File: src/rtl/controlador_frequencia_contador.sv
// controlador_frequencia_contador
// Sequencer for the variable-frequency 4-bit count path. Divides the board clock
// to one of four tick rates, owns the count value S, and supports start/pause and
// an automatic mode that steps to the next rate each time the count wraps.
module controlador_frequencia_contador #(
  parameter int unsigned DIV_0    = 50_000_000,
  parameter int unsigned DIV_1    = 25_000_000,
  parameter int unsigned DIV_2    = 12_500_000,
  parameter int unsigned DIV_3    = 6_250_000,
  parameter int unsigned LARG_DIV = 26,
  parameter int unsigned LIMITE   = 15
) (
  input  logic       clock_inicial,
  input  logic       reset,
  input  logic       iniciar,
  input  logic       pausar,
  input  logic       modo_auto,
  input  logic       chave_A,
  input  logic       chave_B,
  output logic [3:0] S,
  output logic [1:0] selecao,
  output logic       pulso_contagem,
  output logic       fim_ciclo,
  output logic [1:0] estado
);

  typedef enum logic [1:0] {
    OCIOSO   = 2'b00,
    CONTANDO = 2'b01,
    PAUSADO  = 2'b10,
    TROCA    = 2'b11
  } estado_t;

  localparam logic [LARG_DIV-1:0] FIM_0 = LARG_DIV'(DIV_0 - 1);
  localparam logic [LARG_DIV-1:0] FIM_1 = LARG_DIV'(DIV_1 - 1);
  localparam logic [LARG_DIV-1:0] FIM_2 = LARG_DIV'(DIV_2 - 1);
  localparam logic [LARG_DIV-1:0] FIM_3 = LARG_DIV'(DIV_3 - 1);
  localparam logic [3:0]          LIMITE_S = 4'(LIMITE);

  estado_t             estado_atual;
  estado_t             estado_prox;
  logic                iniciar_r;
  logic                iniciar_ant;
  logic                pausar_r;
  logic                pausar_ant;
  logic                modo_r;
  logic [1:0]          chave_r;
  logic [1:0]          sel_auto;
  logic [1:0]          sel_alvo;
  logic [1:0]          sel_prox;
  logic                iniciar_borda;
  logic                pausar_borda;
  logic                troca_necessaria;
  logic [LARG_DIV-1:0] prescaler;
  logic [LARG_DIV-1:0] prescaler_prox;
  logic [LARG_DIV-1:0] div_fim;
  logic [3:0]          s_prox;
  logic                pulso_prox;
  logic                fim_prox;

  // Register the control inputs; reset preloads both stages so a held input gives no edge
  always_ff @(posedge clock_inicial) begin
    if (reset) begin
      iniciar_r   <= iniciar;
      iniciar_ant <= iniciar;
      pausar_r    <= pausar;
      pausar_ant  <= pausar;
      modo_r      <= modo_auto;
      chave_r     <= {chave_B, chave_A};
    end else begin
      iniciar_r   <= iniciar;
      iniciar_ant <= iniciar_r;
      pausar_r    <= pausar;
      pausar_ant  <= pausar_r;
      modo_r      <= modo_auto;
      chave_r     <= {chave_B, chave_A};
    end
  end

  assign iniciar_borda    = iniciar_r & ~iniciar_ant;
  assign pausar_borda     = pausar_r & ~pausar_ant;
  assign sel_alvo         = modo_r ? sel_auto : chave_r;
  assign troca_necessaria = (sel_alvo != selecao);
  assign estado           = estado_atual;

  // Terminal prescaler count for the rate currently in force
  always_comb begin
    div_fim = FIM_0;
    case (selecao)
      2'b00:   div_fim = FIM_0;
      2'b01:   div_fim = FIM_1;
      2'b10:   div_fim = FIM_2;
      default: div_fim = FIM_3;
    endcase
  end

  // State register
  always_ff @(posedge clock_inicial) begin
    if (reset) estado_atual <= OCIOSO;
    else       estado_atual <= estado_prox;
  end

  // Next-state logic; a pause edge always beats a start edge, and a rate change beats a tick
  always_comb begin
    estado_prox = estado_atual;
    case (estado_atual)
      OCIOSO:   if (iniciar_borda && !pausar_borda) estado_prox = CONTANDO;
      CONTANDO: begin
        if (pausar_borda)          estado_prox = PAUSADO;
        else if (troca_necessaria) estado_prox = TROCA;
      end
      PAUSADO:  if (iniciar_borda && !pausar_borda) estado_prox = CONTANDO;
      default:  estado_prox = CONTANDO;
    endcase
  end

  // Next values for prescaler, count, rate and the one-cycle pulses
  always_comb begin
    prescaler_prox = prescaler;
    s_prox         = S;
    sel_prox       = selecao;
    pulso_prox     = 1'b0;
    fim_prox       = 1'b0;
    case (estado_atual)
      OCIOSO: begin
        if (estado_prox == CONTANDO) prescaler_prox = '0;
      end
      CONTANDO: begin
        if (estado_prox == CONTANDO) begin
          if (prescaler == div_fim) begin
            prescaler_prox = '0;
            pulso_prox     = 1'b1;
            if (S == LIMITE_S) begin
              s_prox   = 4'd0;
              fim_prox = 1'b1;
            end else begin
              s_prox = S + 4'd1;
            end
          end else begin
            prescaler_prox = prescaler + 1'b1;
          end
        end
      end
      PAUSADO: begin
        prescaler_prox = prescaler;
      end
      default: begin
        prescaler_prox = '0;
        sel_prox       = sel_alvo;
      end
    endcase
  end

  // Datapath registers; the auto-mode target follows the live rate until a wrap steps it
  always_ff @(posedge clock_inicial) begin
    if (reset) begin
      prescaler      <= '0;
      S              <= 4'd0;
      selecao        <= 2'b00;
      pulso_contagem <= 1'b0;
      fim_ciclo      <= 1'b0;
      sel_auto       <= 2'b00;
    end else begin
      prescaler      <= prescaler_prox;
      S              <= s_prox;
      selecao        <= sel_prox;
      pulso_contagem <= pulso_prox;
      fim_ciclo      <= fim_prox;
      if (!modo_r)       sel_auto <= sel_prox;
      else if (fim_prox) sel_auto <= selecao + 2'd1;
    end
  end

endmodule

File: config.mk
export PLATFORM = sky130hd
export DESIGN_NAME = controlador_frequencia_contador
export DESIGN_NICKNAME = d
export VERILOG_FILES = /design/src/rtl/controlador_frequencia_contador.sv
export SDC_FILE = /design/constraint.sdc
export NUM_CORES = 1
export LEC_CHECK = 0
export CELL_PAD_IN_SITES_DETAIL_PLACEMENT = 2
export CELL_PAD_IN_SITES_GLOBAL_PLACEMENT = 2
export CORE_MARGIN = 2
export CORE_UTILIZATION = 35
export DETAILED_ROUTE_END_ITERATION = 10
export PLACE_DENSITY = 0.9
export SYNTH_ARGS = -nofsm -noshare
export SYNTH_HDL_FRONTEND = slang
export SYNTH_SLANG_ARGS = --single-unit
File: constraint.sdc
create_clock -name clock_inicial -period 2.5 [get_ports clock_inicial]
set_input_delay 0.375 -clock clock_inicial [delete_from_list [all_inputs] [get_ports clock_inicial]]
set_output_delay 0.375 -clock clock_inicial [all_outputs]
set_load 0.1 [all_outputs]
# Yosys cells after proc, flatten, opt, wreduce, memory -nomap -nowiden
# Cells that the tools add are included.
[word_totals]
ff_bits = 45
elab_cells = 64
[op_classes]
add_sub_neg = 3
eq_ne = 11
n_mux = 21
bitwise_logic = 7
n_reduce_logical = 9
[ops]
columns = ["cell", "count"]
rows = [
  ["case mux 26 bit (3 select lines)", 2],
  ["two-way mux 26 bit", 3],
  ["adder 26 x 1 -> 26 bit, second input constant", 1],
  ["equality test 26 bit", 1],
  ["two-way mux 2 bit", 7],
  ["two-way mux 1 bit", 7],
  ["equality test 2 x 1 -> 1 bit, second input constant", 3],
  ["AND reduction 3 bit", 2],
  ["OR reduction 3 bit", 2],
  ["inverter 1 bit", 5],
  ["adder 4 x 1 -> 4 bit, second input constant", 1],
  ["equality test 2 bit, second input constant", 2],
  ["equality test 4 bit, second input constant", 1],
  ["zero test 2 bit", 2],
  ["two-way mux 4 bit", 1],
  ["!= test 2 bit, second input constant", 2],
  ["case mux 2 bit (2 select lines)", 1],
  ["adder 2 x 1 -> 2 bit, second input constant", 1],
  ["bitwise AND 1 bit", 2],
  ["!= test 2 x 1 -> 1 bit, second input constant", 1],
  ["!= test 2 bit", 1],
  ["OR reduction 2 bit", 1],
  ["logical AND 1 bit", 1],
  ["zero test 1 bit", 1],
]

# Logic depth before layout (Yosys ltp)
# Gate-level depths: netlist of the first run.
[logic_depth]
depth_word = 11
mapped_depth = 9
mapped_depth_nobuf = 8

# Least setup slack after synthesis of the first run
# OpenSTA, ideal clock, no wires.
[synth_path]
path_type = "register to register"
startpoint = "register selecao[0]"
endpoint = "register S[3]"
arrival_time_ps = 3077
path_slack_ps = -647
stages_incl_launch_ff = 9
n_path_buf = 0
synth_period_minus_slack_ps = 3147
path_cell_list = "dfxtp_1 inv_1 ha_1 or2_2 a222oi_1 and4_1 nand4_1 or3_1 a21oi_1"
[synth_via]
elab_chain_cells = 6
[synth_rtl]
columns = ["item", "line", "source"]
rows = [
  ["start, declared", "21", "output logic [1:0] selecao,"],
  ["start signal, assigned", "166", "selecao <= sel_prox;"],
  ["!= test 2 bit", "83", "assign troca_necessaria = (sel_alvo != selecao);"],
  ["two-way mux 2 bit", "110", "else if (troca_necessaria) estado_prox = TROCA;"],
  ["two-way mux 2 bit", "109", "if (pausar_borda) estado_prox = PAUSADO;"],
  ["case mux 2 bit (2 select lines)", "106", "case (estado_atual)"],
  ["equality test 2 x 1 -> 1 bit", "129", "if (estado_prox == CONTANDO) begin"],
  ["AND reduction 3 bit (no source line) (*)", "-", ""],
  ["end signal, assigned", "165", "S <= s_prox;"],
  ["end, declared", "20", "output logic [3:0] S,"],
]
# Mark *: on every way between the ends. The rest lies on a longest branch, timed or not.
# A chain may end at the register's enable or synchronous reset.

# Worst setup path after layout of the first run
[layout_path]
startpoint = "register selecao[1]"
endpoint = "register sel_auto[1]"
[layout_via]
elab_chain_cells = 8
[layout_rtl]
columns = ["item", "line", "source"]
rows = [
  ["parallel branches: the longest is 8 deep, another holds case mux 26 bit (3 select lines)", "-", ""],
  ["end signal, assigned", "169", "if (!modo_r) sel_auto <= sel_prox;"],
  ["end signal, assigned", "170", "else if (fim_prox) sel_auto <= selecao + 2'd1;"],
  ["end, declared", "48", "logic [1:0] sel_auto;"],
]
# Parallel ways; which one is timed is not known. The select of a mux whose other input is x is not followed.

==> impl_results.md, run 1 <==
* Port-buffer cells at 16
* Worst slew pin tran at 0.655 ns
* Final min period at 2.62 ns
* Vias/cell at approximately 5.9
* Slew HR at 0.562
* Leak at 0.987 nW
* Die width at 85.4 um
* Pin count of the biggest net entering global routing at 16
* Post-synth EDFFs at 0
* Hold depth at 2
* I/O pin total at 17
* Failing checks: negative setup slack
* Status: finished with violations
* GRT busiest layer: met2
* Ys async rst share at 0
* Residual DRC count at 0
* Netlist cell types at 47
* Worst setup margin at -0.124 ns
* DP Wirelength at 5750 um
* Ys Warns at 0
* Vias at 2301
* Top post-synthesis cells by area: dfxtp_1, xnor2_1, nor2_1, nand3_1, ha_1
* Grt met2 use at 0.423
* Final Max Slew Viols at 0
* Skew final at 0.0107 ns
* HP Class: register to register
* GPL Wtd Cong at between 0.8 and 0.9
* CORE AREA at between 0.006 and 0.007 mm2
* MaxCap Viol Count at 0
* Fraction of the cycle the final worst path needs at 1.05
* Final Hold Vio Count at 0
* Met3 Use GR at 0.0428
* Synth Flop Type: dfxtp_1
* Clock tree from TritonCTS: built
* RSZ-0062 raised after global routing: true
* Synthesized area per cell at 8.50 um2
* Vias in the first global route at between 2k and 3k
* Clock buffer depth at 2
* Seq cells post-synth at 45
* Worst path required time at 2.75 ns
* H-tree level count at 2
* WL final at ~9300 um
* Die Y at approximately 85 um
* Critical path type: register to register
* CP startpoint kind: register
* Pre-antenna DRT Iters at 4
* Register-to-Register Path Depth at 9
* Crit path DAT at 2.87 ns
* N_diodes at 0
* Share of layout cells above drive strength 1 at 0.226
* 1st-iter DRT viols at around 120
* Clk_lat worst skew at 0.32 ns
* DRT antenna net count at 0
* Die area at ~0.0073 mm2
* Synth top cells by count: dfxtp_1, nor2_1, nand3_1, xnor2_1, nand2_1
* Synth top area share at 0.388
* CP Launch Point: selecao[1]
* Register area share after synthesis at 0.388
* Worst vdd ir at 0.000325 V
* Max frequency at 381 MHz
* Filler Cell Count at 696
* GRT overflow at 0
* Cell area after layout at between 0.002 and 0.003 mm2
* Cell Rows at 29
* Clock slew at reported path FFs at 0.10 ns
* Clock sinks at 45
* Post-synth net total at 288
* Most common cell in the netlist: dfxtp_1
* GRT Total Usage at 0.248
* Layout Nets at approximately 320
* Post-Syn Area at 0.00232 mm2
* Critical path endpoint category: register
* Pwr dens at roughly 490 mW/mm2
* CTS Buf Count at 5
* Initial antenna violation count at 0
* Area Overhead vs Synth at 24.3%
* Final setup viols at 29
* First-pass GRT wire length at 13700 um
* Initial Utilization at 0.363
* Yosys top cell by area: dfxtp_1
* Beginning of the worst register-to-register path: selecao[1]
* Met1 track demand over resource at 0.287
* Final core utilization at 0.452
* CP Max Fanout at 4
* Placed cell areas at 0.00260 mm2
* Root buffer cell: clkbuf_8
* DR WL/cell at between 20 and 25 um
* Hold path start: prescaler[1]
* Post-Synthesis Cells at ~270
## layout by cell type (no fill, tap or decap), types with 4 or more instances in the layout
| cell type | synthesis | routed |
|---|---|---|
| a211oi_1 | 7 | 6 |
| a21oi_1 | 12 | 11 |
| a31oi_1 | 6 | 6 |
| buf_4 | 0 | 32 |
| buf_6 | 2 | 5 |
| clkbuf_8 | 0 | 5 |
| clkdlybuf4s50_1 | 0 | 6 |
| clkinvlp_4 | 0 | 4 |
| dfxtp_1 | 45 | 42 |
| ha_1 | 8 | 6 |
| inv_1 | 7 | 6 |
| mux2i_1 | 5 | 5 |
| nand2_1 | 15 | 15 |
| nand3_1 | 23 | 22 |
| nand4_1 | 9 | 9 |
| nor2_1 | 33 | 33 |
| nor3_1 | 11 | 9 |
| nor4b_1 | 4 | 4 |
| o21ai_0 | 9 | 9 |
| or3_1 | 6 | 6 |
| xnor2_1 | 17 | 17 |
## critical path, cell delays in order, from the launching register on
cell and delay, ns:
dfxtp_4 0.38, clkinvlp_4 0.17, ha_4 0.22, or3b_4 0.38
a222oi_1 0.42, and4_4 0.35, nand4_1 0.16, buf_4 0.17
mux2i_1 0.12, a211oi_1 0.18
## power breakdown
group	switching, mW	internal (mW)	total, mW
sequential	0.0138	0.728	0.742
combinational	0.108	0.0667	0.175
clock	0.294	0.197	0.491
total	0.416	0.991	1.41
## final cells by class
type                       instances  area [um2]  share of cell area
sequential                        45         912               0.316
clock buffer                       5        68.8              0.0239
clock inverter                     3        22.5             0.00781
multi-input combinational        207        1400               0.485
inverter                           7        30.0              0.0104
tap                               77        96.3              0.0334
timing repair buffer              43         357               0.124
## flip-flops by register name, summed over array words and instances, names as in the netlist
name            flops
prescaler          26
iniciar_r           1
modo_r              1
fim_ciclo           1
selecao             2
pausar_r            1
pausar_ant          1
sel_auto            2
chave_r             2
S                   4
estado              2
iniciar_ant         1
pulso_contagem      1
## path summary, 6_finish.rpt
kind                  end  slack (ns)
min reg2reg  prescaler[1]        0.48
min          prescaler[1]        0.48
max           sel_auto[1]       -0.12
max reg2reg   sel_auto[1]       -0.12
## cells by family (layout without fill, tap and decap cells)
logic type               Yosys count  in the layout  synth area share
flip-flops                        45             45             0.388
adder cells (fa/ha/maj)            8              8            0.0431
multiplexers                       8              8            0.0372
AND/OR/NAND/NOR                  127            127             0.290
XOR/XNOR                          19             19            0.0717
buffers and inverters             21             58            0.0415
AO/OA/AOI/OAI                     45             45             0.128
## what timing repair did
item	CTS	global route
gates resized for setup	11	17
hold endpoints to repair	0	0
pin swaps	5	7
endpoints found under the setup margin	29	32
hold buffers	0	0
cloned	2	0
setup buffers	5	5
## per-stage QoR
step                hold WS (ns)  setup TNS, ns  setup WS [ns]  total power, mW  cells
finish                     0.478          -2.18         -0.124             1.41    387
global route               0.494          -3.71         -0.211             1.45    387
CTS                        0.479              0       0.000310             1.40    382
detailed placement         0.465         -0.903         -0.227            0.900    367
global placement           0.454              0          0.114            0.893    367
floorplan                  0.403              0         0.0292            0.848    273
## per-layer routing
metal  routed length (um)  vias to the layer above
li1                     -                     1053
met1                 3800                     1145
met2                 4800                       70
met3                  246                       33
met4                  424                        0
met5                    0                        -
No activity file was read; power rests on OpenSTA's default activity.
==> inputs of run 2 (changes only) <==
--- a/config.mk
+++ b/config.mk
@@ -10,6 +10,7 @@
 export CORE_MARGIN = 2
 export CORE_UTILIZATION = 35
 export DETAILED_ROUTE_END_ITERATION = 10
+export MAX_ROUTING_LAYER = met4
 export PLACE_DENSITY = 0.9
 export SYNTH_ARGS = -nofsm -noshare
 export SYNTH_HDL_FRONTEND = slang
==> impl_results.md, run 2 (synthesized netlist as in run 1, its figures left out) <==
* Top reg by flops: prescaler
* Final setup viols at 25
* Top delay family on crit path: simple AND/OR/NAND/NOR gates
* CORE AREA at approximately 0.0064 mm2
* DR WL/cell at between 20 and 25 um
* I/O pin total at 17
* Commonest non-fill, non-tap cell in the layout: dfxtp_1
* CP Max Fanout at 4
* GPL Wtd Cong at 0.824
* CTS Buf Count at 5
* Slew HR at 0.581
* Crit path DAT at approximately 2.9 ns
* Die area at 0.00730 mm2
* Clk network pwr share at 0.352
* Hold path start: prescaler[1]
* Clock tree from TritonCTS: built
* Critical path type: register to register
* HP Class: register to register
* First-pass GRT wire length at 13700 um
* GRT Total Usage at 0.255
* Final Max Slew Viols at 0
* Internal power at 0.991 mW
* 1st-iter DRT viols at ~120
* Biggest regs: prescaler: 26 flops, S: 4 flops
* Residual DRC count at 0
* N_diodes at 0
* Post-CTS Hold Fix Bufs at 0
* CP startpoint kind: register
* Hold depth at 2
* CP max stage delay at 0.40 ns
* Worst setup margin at -0.114 ns
* Die width at 85.4 um
* Critical path endpoint category: register
* Vias at 2281
* CP Cell Sequence: clkinvlp_4 > ha_4 > or3b_4 > a222oi_1 > and4_4 > nand4_1 > buf_4 > mux2i_1 > a211oi_1
* WL final at 9260 um
* Clock buffer depth at 2
* Sw frac at 0.298
* Pre-antenna DRT Iters at 4
* P_sw at 0.421 mW
* Status: finished with violations
* Pwr Total at between 1 and 1.5 mW
* Cell Rows at 29
* Met3 Use GR at 0.0428
* Fraction of the cycle the final worst path needs at 1.05
* Leak at 0.990 nW
* Area Overhead vs Synth at 24.5%
* Pwr dens at 489 mW/mm2
* DRT antenna net count at 0
* Failing checks: negative setup slack
* Most frequent cells in the layout: dfxtp_1, buf_4, nor2_1
* Worst slew pin tran at 0.626 ns
* Initial Utilization at 0.363
* Layout Nets at 325
* Beginning of the worst register-to-register path: selecao[1]
* DP Wirelength at approximately 5700 um
* FF-to-FF End: sel_auto[1]
* Worst path required time at 2.75 ns
* H-tree level count at 2
* Comb pwr share at 0.123
* Met1 track demand over resource at 0.288
* FF-to-FF setup slack at -0.11 ns
* Clock sinks at 45
* Critical-path cell with the highest stage delay: a222oi_1
* Clk_lat worst skew at ~0.32 ns
* Clock slew at reported path FFs at 0.10 ns
* Register-to-Register Path Depth at 9
* Final Hold Vio Count at 0
* Pin count of the biggest net entering global routing at 16
* Skew final at 0.00969 ns
* Initial antenna violation count at 0
* RSZ-0062 raised after global routing: true
* GRT overflow at 0
* Max frequency at approximately 380 MHz
* Port-buffer cells at 16
* GRT busiest layer: met2
* Pre-CTS WS at -0.227 ns
* Share of layout cells above drive strength 1 at 0.228
* CP Launch Point: selecao[1]
* Sequential power share at 0.525
* Final min period at 2.61 ns
* Filler Cell Count at 710
* Vias/cell at 5.88
* Crit path buffers/inverters at 2
* Worst vdd ir at 0.000370 V
* Die Y at between 80 and 90 um
* Max FFs per register at 26
* Hold endpoint: prescaler[1]
* Root buffer cell: clkbuf_8
* Vias in the first global route at approximately 2.5k
* MaxCap Viol Count at 0
* Grt met2 use at 0.422
[run 2: cell count changes in the layout (fill, tap and decap cells not counted), sizes merged]
cell | before | now
buf | 37 | 38
[run 2: what timing repair did]
item | in CTS | in global routing
gates cloned | 2 | 0
buffers inserted | 5 | 6
pin swaps | 5 | 7
setup endpoints to repair | 29 | 32
gates resized for setup | 11 | 16
[run 2: cell type report]
type                       instances  area [um2]  share of cell area
inverter                           7        30.0              0.0104
tap                               77        96.3              0.0333
sequential                        45         912               0.316
multi-input combinational        207        1400               0.484
clock buffer                       5        68.8              0.0238
timing repair buffer              44         360               0.125
clock inverter                     3        22.5             0.00780
[run 2: routing by layer]
metal | wire length (um) | up-vias | share of wire
met5 | 0 | - | 0
met4 | 361 | 0 | 0.039
met3 | 298 | 25 | 0.032
met2 | 4890 | 51 | 0.53
met1 | 3700 | 1150 | 0.40
li1 | - | 1055 | -
[run 2: power by group through the flow]
stage	logic (mW)	clock network, mW	registers (mW)
after floorplan	0.0758	0	0.772
after global placement	0.137	0	0.756
after detailed placement	0.142	0	0.758
after CTS	0.163	0.491	0.742
after global routing	0.185	0.521	0.744
final	0.174	0.496	0.742
[run 2: how the worst max path moves through the flow]
stage	end	slack [ns]	depth (start not counted)
6_report	sel_auto[1]	-0.11	9
5_1_grt	sel_auto[1]	-0.19	9
4_1_cts	prescaler[15]	0.0003	10
3_5_place_dp	sel_auto[0]	-0.23	8
3_3_place_gp	prescaler[15]	0.11	7
2_1_floorplan	S[3]	0.03	8
[run 2: worst min-delay path, stage by stage, from the launching register on]
cell and delay, ns:
dfxtp_1 0.33, nand2_1 0.06, a21oi_1 0.05
[run 2: metrics by stage]
stage | instances | setup TNS [ns] | instance area (um2) | util | hold WS, ns
after detailed placement | 367 | -0.903 | 2600 | 0.408 | 0.465
after global placement | 367 | 0 | 2600 | 0.408 | 0.454
final | 388 | -1.75 | 2890 | 0.452 | 0.475
after floorplan | 273 | 0 | 2330 | - | 0.403
after CTS | 382 | 0 | 2780 | 0.435 | 0.479
after global routing | 388 | -2.80 | 2890 | 0.452 | 0.492
